### config.mk
export PLATFORM = sky130hd
export DESIGN_NAME = mips_multicycle_ctrl
export DESIGN_NICKNAME = d
export VERILOG_FILES = /design/src/rtl/mips_pkg.sv /design/src/rtl/mips_multicycle_ctrl.sv
export SDC_FILE = /design/constraint.sdc
export NUM_CORES = 1
export LEC_CHECK = 0
export ABC_AREA = 1
export BUFFER_PORTS_ARGS = -buffer_cell sky130_fd_sc_hd__buf_2
export CORE_UTILIZATION = 35
export DETAILED_ROUTE_END_ITERATION = 10
export GPL_TIMING_DRIVEN = 0
export PLACE_DENSITY = 0.78
export SYNTH_ARGS = -nofsm -noshare
export SYNTH_HDL_FRONTEND = slang
export SYNTH_SLANG_ARGS = --single-unit
### constraint.sdc
create_clock -name clk -period 1.23 [get_ports clk]
set_input_delay 0.1845 -clock clk [delete_from_list [all_inputs] [get_ports clk]]
set_output_delay 0.1845 -clock clk [all_outputs]
set_load 0.05 [all_outputs]
### src/rtl/mips_pkg.sv
// Shared MIPS control definitions: opcodes, ALU/mux encodings
// and the multi-cycle controller state type.
package mips_pkg;

   localparam logic [5:0] OP_RTYPE = 6'b000000;
   localparam logic [5:0] OP_LW    = 6'b100011;
   localparam logic [5:0] OP_SW    = 6'b101011;
   localparam logic [5:0] OP_BEQ   = 6'b000100;
   localparam logic [5:0] OP_J     = 6'b000010;

   localparam logic [1:0] ALUOP_ADD   = 2'b00;
   localparam logic [1:0] ALUOP_SUB   = 2'b01;
   localparam logic [1:0] ALUOP_FUNCT = 2'b10;

   localparam logic [1:0] PCSRC_ALU    = 2'b00;
   localparam logic [1:0] PCSRC_ALUOUT = 2'b01;
   localparam logic [1:0] PCSRC_JUMP   = 2'b10;

   localparam logic [1:0] SRCB_RT    = 2'b00;
   localparam logic [1:0] SRCB_FOUR  = 2'b01;
   localparam logic [1:0] SRCB_IMM   = 2'b10;
   localparam logic [1:0] SRCB_IMMSH = 2'b11;

   typedef enum logic [3:0] {
      RESET     = 4'd0,
      FETCH     = 4'd1,
      DECODE    = 4'd2,
      MEM_ADDR  = 4'd3,
      MEM_READ  = 4'd4,
      MEM_WB    = 4'd5,
      MEM_WRITE = 4'd6,
      R_EXEC    = 4'd7,
      R_WB      = 4'd8,
      BRANCH    = 4'd9,
      JUMP      = 4'd10
   } ctrl_state_t;

endpackage

### src/rtl/mips_multicycle_ctrl.sv
// Multi-cycle MIPS main controller: sequences fetch, decode,
// execute, memory and write-back over a shared memory port and ALU.
module mips_multicycle_ctrl
   import mips_pkg::*;
#(
   parameter bit ENABLE_JUMP = 1'b1,
   parameter int STATE_W     = 4
) (
   input  logic               clk,
   input  logic               rst,
   input  logic [5:0]         opcode,
   input  logic               mem_ready,
   output logic               PCWrite,
   output logic               PCWriteCond,
   output logic               IorD,
   output logic               MemRead,
   output logic               MemWrite,
   output logic               MemtoReg,
   output logic               IRWrite,
   output logic [1:0]         PCSource,
   output logic [1:0]         ALUOp,
   output logic               ALUSrcA,
   output logic [1:0]         ALUSrcB,
   output logic               RegWrite,
   output logic               RegDst,
   output logic               instr_done,
   output logic               illegal_op,
   output logic [STATE_W-1:0] dbg_state
);

   ctrl_state_t state;
   ctrl_state_t nextState;

   always_ff @(posedge clk) begin
      if (rst) state <= RESET;
      else     state <= nextState;
   end

   assign dbg_state = STATE_W'(state);

   always_comb begin
      nextState   = state;
      PCWrite     = 1'b0;
      PCWriteCond = 1'b0;
      IorD        = 1'b0;
      MemRead     = 1'b0;
      MemWrite    = 1'b0;
      MemtoReg    = 1'b0;
      IRWrite     = 1'b0;
      PCSource    = PCSRC_ALU;
      ALUOp       = ALUOP_ADD;
      ALUSrcA     = 1'b0;
      ALUSrcB     = SRCB_RT;
      RegWrite    = 1'b0;
      RegDst      = 1'b0;
      instr_done  = 1'b0;
      illegal_op  = 1'b0;
      case (state)
         RESET: nextState = FETCH;
         FETCH: begin
            MemRead = 1'b1;
            ALUSrcB = SRCB_FOUR;
            IRWrite = mem_ready;
            PCWrite = mem_ready;
            if (mem_ready) nextState = DECODE;
         end
         DECODE: begin
            ALUSrcB = SRCB_IMMSH;
            case (opcode)
               OP_RTYPE:     nextState = R_EXEC;
               OP_LW, OP_SW: nextState = MEM_ADDR;
               OP_BEQ:       nextState = BRANCH;
               OP_J: begin
                  if (ENABLE_JUMP) begin
                     nextState = JUMP;
                  end else begin
                     nextState  = FETCH;
                     illegal_op = 1'b1;
                     instr_done = 1'b1;
                  end
               end
               default: begin
                  nextState  = FETCH;
                  illegal_op = 1'b1;
                  instr_done = 1'b1;
               end
            endcase
         end
         MEM_ADDR: begin
            ALUSrcA = 1'b1;
            ALUSrcB = SRCB_IMM;
            // IR still holds the opcode, so lw/sw can be told apart here
            nextState = (opcode == OP_LW) ? MEM_READ : MEM_WRITE;
         end
         MEM_READ: begin
            MemRead = 1'b1;
            IorD    = 1'b1;
            if (mem_ready) nextState = MEM_WB;
         end
         MEM_WB: begin
            RegWrite   = 1'b1;
            MemtoReg   = 1'b1;
            instr_done = 1'b1;
            nextState  = FETCH;
         end
         MEM_WRITE: begin
            MemWrite   = 1'b1;
            IorD       = 1'b1;
            instr_done = mem_ready;
            if (mem_ready) nextState = FETCH;
         end
         R_EXEC: begin
            ALUSrcA   = 1'b1;
            ALUOp     = ALUOP_FUNCT;
            nextState = R_WB;
         end
         R_WB: begin
            RegWrite   = 1'b1;
            RegDst     = 1'b1;
            instr_done = 1'b1;
            nextState  = FETCH;
         end
         BRANCH: begin
            ALUSrcA     = 1'b1;
            ALUOp       = ALUOP_SUB;
            PCWriteCond = 1'b1;
            PCSource    = PCSRC_ALUOUT;
            instr_done  = 1'b1;
            nextState   = FETCH;
         end
         JUMP: begin
            PCWrite    = 1'b1;
            PCSource   = PCSRC_JUMP;
            instr_done = 1'b1;
            nextState  = FETCH;
         end
         default: nextState = FETCH;
      endcase
   end

endmodule

==> metrics, run 1 <==
Mapped Area 465 sq um; CTS H-tree depth 1; result of the run aborted with a tool error; Synth Instances 89; Avg Inst Size Synth 5.23 sq um; largest net degree at the start of global routing 7; post-GRT worst EP instr_done; Log Error [ERROR DPL-0038] Utilization greater than 100%, impossible to legalize; CTS Hold Bufs 0; Top Ports 31; Fail Step 5_1_grt; Distinct cells, synth 19; largest area contributor in the netlist dfxtp_1; #FFs+latches synth 4; DP HPWL 1080 um; Warnings, synthesis 0; Max Buffers Root-to-Sink 2; post-synthesis sequential area ratio 17.2%; GPL Wtd Cong 0.788; TritonCTS Sinks 4; die width 38.5 um; syn nets 98; row cnt 12; WEP type primary output; die outline height 38.5 um; CTS Buf Count 3; Root Driver clkbuf_4; IO Port Bufs 30; Area contributors post-synth dfxtp_1 17%, nand2_1 16%, inv_1 13%, nor2_1 13%, nand3_1 6.5%; top cell type's share of synthesized area 17.2%; Initial Util 39.7%
## per-stage QoR
stage	cells	cell area [sq um]	setup slack (ns)	utilization, %	setup TNS, ns
after floorplan	89	644	-0.434	-	-2.77
after global placement	133	812	-0.321	69.3	-1.95
after detailed placement	133	812	-0.326	69.3	-2.09
after CTS	146	1060	-0.334	90.9	-3.59
## repair_timing
action                     in CTS
hold endpoints to repair        0
setup buffers                  10
setup endpoints to repair      20
pin swaps                      10
resized for setup              49
## Yosys cell counts (all sizes together)
cell type   n
nor2       19
o31ai       1
or2         1
o22ai       2
inv        19
buf         2
nand2      21
nand3       6
o21ai       6
o21bai      1
a21oi       5
nand4       2
dfxtp       4
## logic make-up after synthesis
family	share of synthesized area (%)
compound gates	19.4
buf+inv	18.5
simple gates	44.9
flops	17.2
==> inputs of run 2 (changes only) <==
--- a/config.mk
+++ b/config.mk
@@ -7,10 +7,11 @@
 export LEC_CHECK = 0
 export ABC_AREA = 1
 export BUFFER_PORTS_ARGS = -buffer_cell sky130_fd_sc_hd__buf_2
-export CORE_UTILIZATION = 35
+export CORE_AREA = 2 2 63 65
 export DETAILED_ROUTE_END_ITERATION = 10
+export DIE_AREA = 0 0 65 67
 export GPL_TIMING_DRIVEN = 0
-export PLACE_DENSITY = 0.78
+export PLACE_DENSITY_LB_ADDON = 0.15
 export SYNTH_ARGS = -nofsm -noshare
 export SYNTH_HDL_FRONTEND = slang
 export SYNTH_SLANG_ARGS = --single-unit
==> run 2 against run 1 <==
  * The flow now finishes, with violations (setup timing)
  * Synthesized cell count is the same
  * Area after synthesis is the same
==> metrics, run 2 <==
result of the run complete, but fails checks (was aborted with a tool error); failing checks setup timing; largest area contributor in the netlist dfxtp_1 (unchanged); Mapped Area 465 sq um (unchanged); largest net degree at the start of global routing 9; area grow syn2layout 163%; Vias/cell 3.88; Final Max Tran Viols 0; Sw Pwr 1.47 mW; Routed WL 1810 um; Setup-failing EPs final 19; worst slack, placed -0.365 ns (was -0.326 ns); Post-synth EDFFs 0 (unchanged); CP Max Fanout 4; synth cell count leaders 20 x nand2_1, 16 x inv_1, 16 x nor2_1 (unchanged); fin crit share 124%; Main synth FF type dfxtp_1 (unchanged); GPL Wtd Cong 0.756 (was 0.788); Synth Instances 89 (unchanged); DP HPWL 1430 um (was 1080 um); CTS Hold Bufs 0 (unchanged); Worst Setup Slack, final -0.301 ns; #FFs+latches synth 4 (unchanged); Comb pwr share 77.1%; count leader, synth nand2_1 (unchanged); IO Port Bufs 30 (unchanged); pwr dens 2090 mW/mm^2; Avg Inst Size Synth 5.23 sq um (unchanged); min cycle time layout 1.53 ns; die outline height 67 um (was 38.5 um); fmax 653 MHz; TritonCTS Sinks 4 (unchanged); leak pwr 0.557 nW; Max Buffers Root-to-Sink 2 (unchanged); leading cell type in the layout, fill and taps excluded buf_6; die width 65 um (was 38.5 um); First DRT Iteration DRCs 19; critical path arrival 1.35 ns; share of cells above drive strength 1 71.3%; relative slew slack 77.4%; nets@finish 147; Fin. Hold Viols 0; Worst Tran Pin Value 0.339 ns; syn nets 98 (unchanged); Pint 1.09 mW; Top Ports 31 (unchanged); post-route setup TNS -3.55 ns; Initial Util 12.9% (was 39.7%); Congestion Overflow GR 0; CTS Buf Count 3 (unchanged); Switching Share 57.5%; Area contributors post-synth dfxtp_1 17%, nand2_1 16%, inv_1 13%, nor2_1 13%, nand3_1 6.5% (unchanged); Core Area 0.00361 sq mm; overall power 2.56 mW; worst hold slack 0.184 ns; worst skew pair latency 0.21 ns; VDD IR max 0.710 mV; Global Route met3 Usage 2.03%; Critical Path RT 1.05 ns; Final ANT Viol Nets 0; Global Route Usage Sum 9.04%; first-pass GRT wire length 3090 um; drt wl/cell 9.85 um; Crit Path Class reg2out; Warnings, synthesis 0 (unchanged); Root Driver clkbuf_8 (was clkbuf_4); register share of total power 12.2%; CP Launch Type flop; top cell type's share of synthesized area 17.2% (unchanged); most frequent cells in the layout 18 x buf_6, 14 x buf_2, 11 x nor2_4, 11 x nand2_1, 9 x inv_1; CTS H-tree depth 1 (unchanged); met2 GRT Util 16.9%; non-filler instance count after layout 184; Clock power frac 10.7%; Antenna Diode Count 0; worst hold-check path type in2reg; met1 GRT Util 9.96%; die area 0.00436 sq mm; number of flip-flops in the largest register 4; clk_skew 0.000392 ns; placed cell count 167 (was 133); RSZ-0062 raised after global routing yes; Via Count 713; post-synthesis sequential area ratio 17.2% (unchanged); Max-Cap Viols 0; Distinct cells, synth 19 (unchanged); Clock transition at path regs 0.03 ns; ys async rst share 0% (unchanged); row cnt 22 (was 12); CTS tree yes; global route hottest layer met2; Setup crit end kind output port; vias in the first global route 766; DR pass1 iterations 4; DRC viols 0; initial antenna violation count 0
-- run 2: cell counts after synthesis --
No cell type changed its count.
-- run 2: worst paths after layout --
check / cells past startpoint / to / slack, ns / from
hold reg to reg: 2 / dbg_state[2]$_SDFFE_PP0P_ / 0.63 / dbg_state[0]$_SDFFE_PP0P_
hold / removal: 2 / dbg_state[2]$_SDFFE_PP0P_ / 0.18 / rst
setup / recovery: 8 / instr_done / -0.30 / dbg_state[3]$_SDFFE_PP0P_
setup reg to reg: 8 / dbg_state[2]$_SDFFE_PP0P_ / -0.22 / dbg_state[3]$_SDFFE_PP0P_
-- run 2: kinds of logic after synthesis --
group	Yosys count	share of synthesized area, %
buffers and inverters	21	18.5
DFF	4	17.2
and+or+nand+nor	49	44.9
AOI/OAI and AO/OA	15	19.4
-- run 2: power groups by stage --
stage	logic, mW	registers, mW	clock network [mW]
after floorplan	1.13	0.436	0
after global placement	1.56	0.314	0
after detailed placement	1.56	0.317	0
after CTS	1.93	0.313	0.282
after global routing	2.10	0.321	0.291
final	1.98	0.312	0.274
-- run 2: layout make-up --
class | count | area (sq um)
well taps | 48 | 60.1
inverters | 19 | 86.3
fillers | 389 | 2380
repair buffers | 44 | 393
plain buffers | 2 | 22.5
clock buffers | 3 | 41.3
flip-flops and latches | 4 | 95.1
multi-input cells | 64 | 528
-- run 2: per-stage QoR --
step                util, %  instance area (sq um)
CTS                    32.6                   1180
detailed placement     23.7                    855
finish                 34.0                   1230
floorplan                 -                    644
global placement       23.7                    855
global route           34.0                   1230
-- run 2: worst max-delay path: stages, from the launching register on --
cell	delay [ns]
dfxtp_4	0.37
inv_4	0.05
nand2_4	0.08
nor2_4	0.06
nand2_2	0.08
clkinvlp_4	0.11
a21oi_4	0.15
o21ai_4	0.07
buf_6	0.16
-- run 2: repair_timing --
action	CTS	global route
pin swaps	10	5
gates cloned	0	0
gates resized for setup	53	12
endpoints found under the setup margin	21	22
setup buffers	13	2
-- run 2: layer usage --
| metal | routed length (um) | vias up | part of all wire [%] |
|---|---|---|---|
| li1 | - | 373 | - |
| met1 | 761 | 321 | 42 |
| met2 | 946 | 19 | 52 |
| met3 | 105 | 0 | 5.8 |
| met4 | 0 | 0 | 0 |
| met5 | 0 | - | 0 |
(Power assumes the default switching activity.)
==> inputs of run 3 (changes only) <==
--- a/config.mk
+++ b/config.mk
@@ -12,6 +12,7 @@
 export DIE_AREA = 0 0 65 67
 export GPL_TIMING_DRIVEN = 0
 export PLACE_DENSITY_LB_ADDON = 0.15
+export REMOVE_ABC_BUFFERS = 1
 export SYNTH_ARGS = -nofsm -noshare
 export SYNTH_HDL_FRONTEND = slang
 export SYNTH_SLANG_ARGS = --single-unit
==> run 3 against run 2 <==
  * The flow still finishes with violations (setup timing)
  * Via count down 5.2%
  * First-iteration DRC count down 42%
  * Global-route usage down 1.2 points
  * Sequential power down 5%
  * Sequential share of layout area up 1.8 points
  * Clock power down 2%
  * Hold slack better by 0.0020 ns
  * Flip-flop and latch count unchanged
  * Largest cell class unchanged
==> metrics, run 3 (synthesized netlist as in run 2, its figures left out) <==
Reg2Reg Depth 7 (was 8); Pint 0.990 mW (was 1.09 mW); CTS Hold Bufs 0 (unchanged); GPL Wtd Cong 0.733 (was 0.756); Worst path max stage delay 0.35 ns (was 0.37 ns); Worst path most repeated cell nor2_4; non-filler instance count after layout 175 (was 184); Clock power frac 11.6% (was 10.7%); VDD IR max 0.828 mV (was 0.710 mV); Global Route Usage Sum 7.83% (was 9.04%); die outline height 67 um (unchanged); Initial Util 12.9% (unchanged); vias in the first global route 649 (was 766); leading cell type in the layout, fill and taps excluded nand2_1 (was buf_6); Sw Pwr 1.32 mW (was 1.47 mW); TritonCTS Sinks 4 (unchanged); nets@finish 138 (was 147); Critical Path Slowest Stage Cell dfxtp_4 (unchanged); DRC viols 0 (unchanged); Crit Path Class reg2out (unchanged); Comb pwr share 75.6% (was 77.1%); Congestion Overflow GR 0 (unchanged); Root Driver clkbuf_8 (unchanged); IO Port Bufs 30 (unchanged); Worst Setup Slack, final -0.261 ns (was -0.301 ns); Vias/cell 3.86 (was 3.88); Final ANT Viol Nets 0 (unchanged); pwr dens 2380 mW/mm^2 (was 2090 mW/mm^2); fin crit share 121% (was 124%); Critical Path RT 1.05 ns (about the same); overall power 2.31 mW (was 2.56 mW); clk_skew 0.00149 ns (was 0.000392 ns); Antenna Diode Count 0 (unchanged); Fin. Hold Viols 0 (unchanged); worst setup path start dbg_state[3]$_SDFFE_PP0P_ (unchanged); first-pass GRT wire length 2680 um (was 3090 um); fmax 671 MHz (was 653 MHz); die width 65 um (unchanged); reg2reg end dbg_state[2]$_SDFFE_PP0P_ (unchanged); number of flip-flops in the largest register 4 (unchanged); placed cell count 165 (was 167); First DRT Iteration DRCs 11 (was 19); worst skew pair latency 0.21 ns (about the same); row cnt 22 (unchanged); Setup crit end kind output port (unchanged); min cycle time layout 1.49 ns (was 1.53 ns); result of the run complete, but fails checks (unchanged); Final Max Tran Viols 0 (unchanged); drt wl/cell 9.33 um (was 9.85 um); DP HPWL 1330 um (was 1430 um); Via Count 676 (was 713); most frequent cells in the layout 16 x nand2_1, 12 x buf_2, 12 x buf_6 (was 18 x buf_6, 14 x buf_2, 11 x nor2_4, 11 x nand2_1, 9 x inv_1); worst hold-check path type in2reg (unchanged); CP Launch Type flop (unchanged); crit path capture instr_done (unchanged); Top Ports 31 (unchanged); Max-Cap Viols 0 (unchanged); die area 0.00436 sq mm (unchanged); failing checks setup timing (unchanged); CTS Buf Count 3 (unchanged); RR Startpoint dbg_state[3]$_SDFFE_PP0P_ (unchanged); critical path arrival 1.31 ns (was 1.35 ns); CP Max Fanout 3 (was 4); instance count on the critical path 6 (was 8); Setup-failing EPs final 18 (was 19); Switching Share 57.1% (was 57.5%); RSZ-0062 raised after global routing yes (unchanged); Worst Tran Pin Value 0.517 ns (was 0.339 ns); relative slew slack 65.2% (was 77.4%); Clock transition at path regs 0.03 ns (about the same); Top Family by Delay on Critical Path flip-flops (unchanged); WP buf/inv 2 (was 3); Hold Startpoint rst (unchanged); register share of total power 12.8% (was 12.2%); leak pwr 0.494 nW (was 0.557 nW); critical path, cell by cell nor2_4 > inv_2 > nor2_4 > nand3_2 > o21ai_2 > buf_6 (was inv_4 > nand2_4 > nor2_4 > nand2_2 > clkinvlp_4 > a21oi_4 > o21ai_4 > buf_6); DR pass1 iterations 4 (unchanged); Core Area 0.00361 sq mm (unchanged); largest net degree at the start of global routing 8 (was 9); r2r setup slk -0.12 ns (was -0.22 ns); share of cells above drive strength 1 56.7% (was 71.3%); Core Util, Final 26.9% (was 34.0%); # fillers 407 (was 389); CTS H-tree depth 1 (unchanged); worst hold stages 2 (unchanged); Max Buffers Root-to-Sink 2 (unchanged); Routed WL 1630 um (was 1810 um); CTS tree yes (unchanged); area grow syn2layout 109% (was 163%); initial antenna violation count 0 (unchanged); worst hold slack 0.186 ns (was 0.184 ns)
## run 3: changes by cell type in the layout (fill, tap and decap cells not counted), moves of 3 or more
cell	delta
nand2_2	-4
o21ai_4	-3
nand2_1	+5
buf_6	-6
nor2_2	+4
nor2_4	-6
## run 3: worst reg2reg max path, stage by stage, from the launching register on
cell and delay [ns]:
dfxtp_4 0.35, nor2_4 0.13, inv_2 0.07, buf_4 0.14, nor2_2 0.14, o21ai_4 0.08
or2_1 0.23, a21oi_2 0.15
## run 3: routing by layer
layer | vias up | track usage (%) | part of all wire (%)
met3 | 0 | 0.507 | 4.6
li1 | 361 | - | -
met4 | 0 | 3.99 | 0
met5 | - | 0 | 0
met2 | 20 | 13.5 | 49
met1 | 295 | 9.76 | 46
## run 3: power groups by stage
| stage | sequential [mW] | clock (mW) | combinational (mW) |
|---|---|---|---|
| after CTS | 0.277 | 0.276 | 1.69 |
| final | 0.295 | 0.268 | 1.75 |
| after global placement | 0.252 | 0 | 1.33 |
| after floorplan | 0.370 | 0 | 0.899 |
| after global routing | 0.307 | 0.293 | 1.87 |
| after detailed placement | 0.252 | 0 | 1.32 |
## run 3: final cells by class
type / instances / area, sq um / area share (%)
Timing Repair Buffer: 37 / 315 / 32.5
Multi-Input combinational cell: 64 / 388 / 39.9
Clock buffer: 3 / 41.3 / 4.25
Tap cell: 48 / 60.1 / 6.19
Sequential cell: 4 / 92.6 / 9.54
Inverter: 19 / 73.8 / 7.60
## run 3: per-stage QoR
| step | setup TNS (ns) | instance area (sq um) | worst slack (ns) |
|---|---|---|---|
| 3_5_place_dp | -2.24 | 661 | -0.412 |
| 6_report | -2.20 | 971 | -0.261 |
| 5_1_grt | -3.96 | 971 | -0.344 |
| 4_1_cts | -2.61 | 927 | -0.306 |
| 2_1_floorplan | -17.97 | 450 | -1.79 |
| 3_3_place_gp | -2.20 | 661 | -0.423 |
## run 3: worst min path at each step
stage                                 to  slack, ns
6_report       dbg_state[2]$_SDFFE_PP0P_       0.19
5_1_grt        dbg_state[2]$_SDFFE_PP0P_       0.20
4_1_cts        dbg_state[2]$_SDFFE_PP0P_       0.18
3_5_place_dp   dbg_state[2]$_SDFFE_PP0P_       0.42
3_3_place_gp   dbg_state[2]$_SDFFE_PP0P_       0.41
2_1_floorplan  dbg_state[2]$_SDFFE_PP0P_       0.25
## run 3: repair_timing
item	CTS	global route
endpoints found under the setup margin	21	21
endpoints found under the hold margin	0	0
resized for setup	66	8
buffers inserted	5	2
pin swaps	6	3
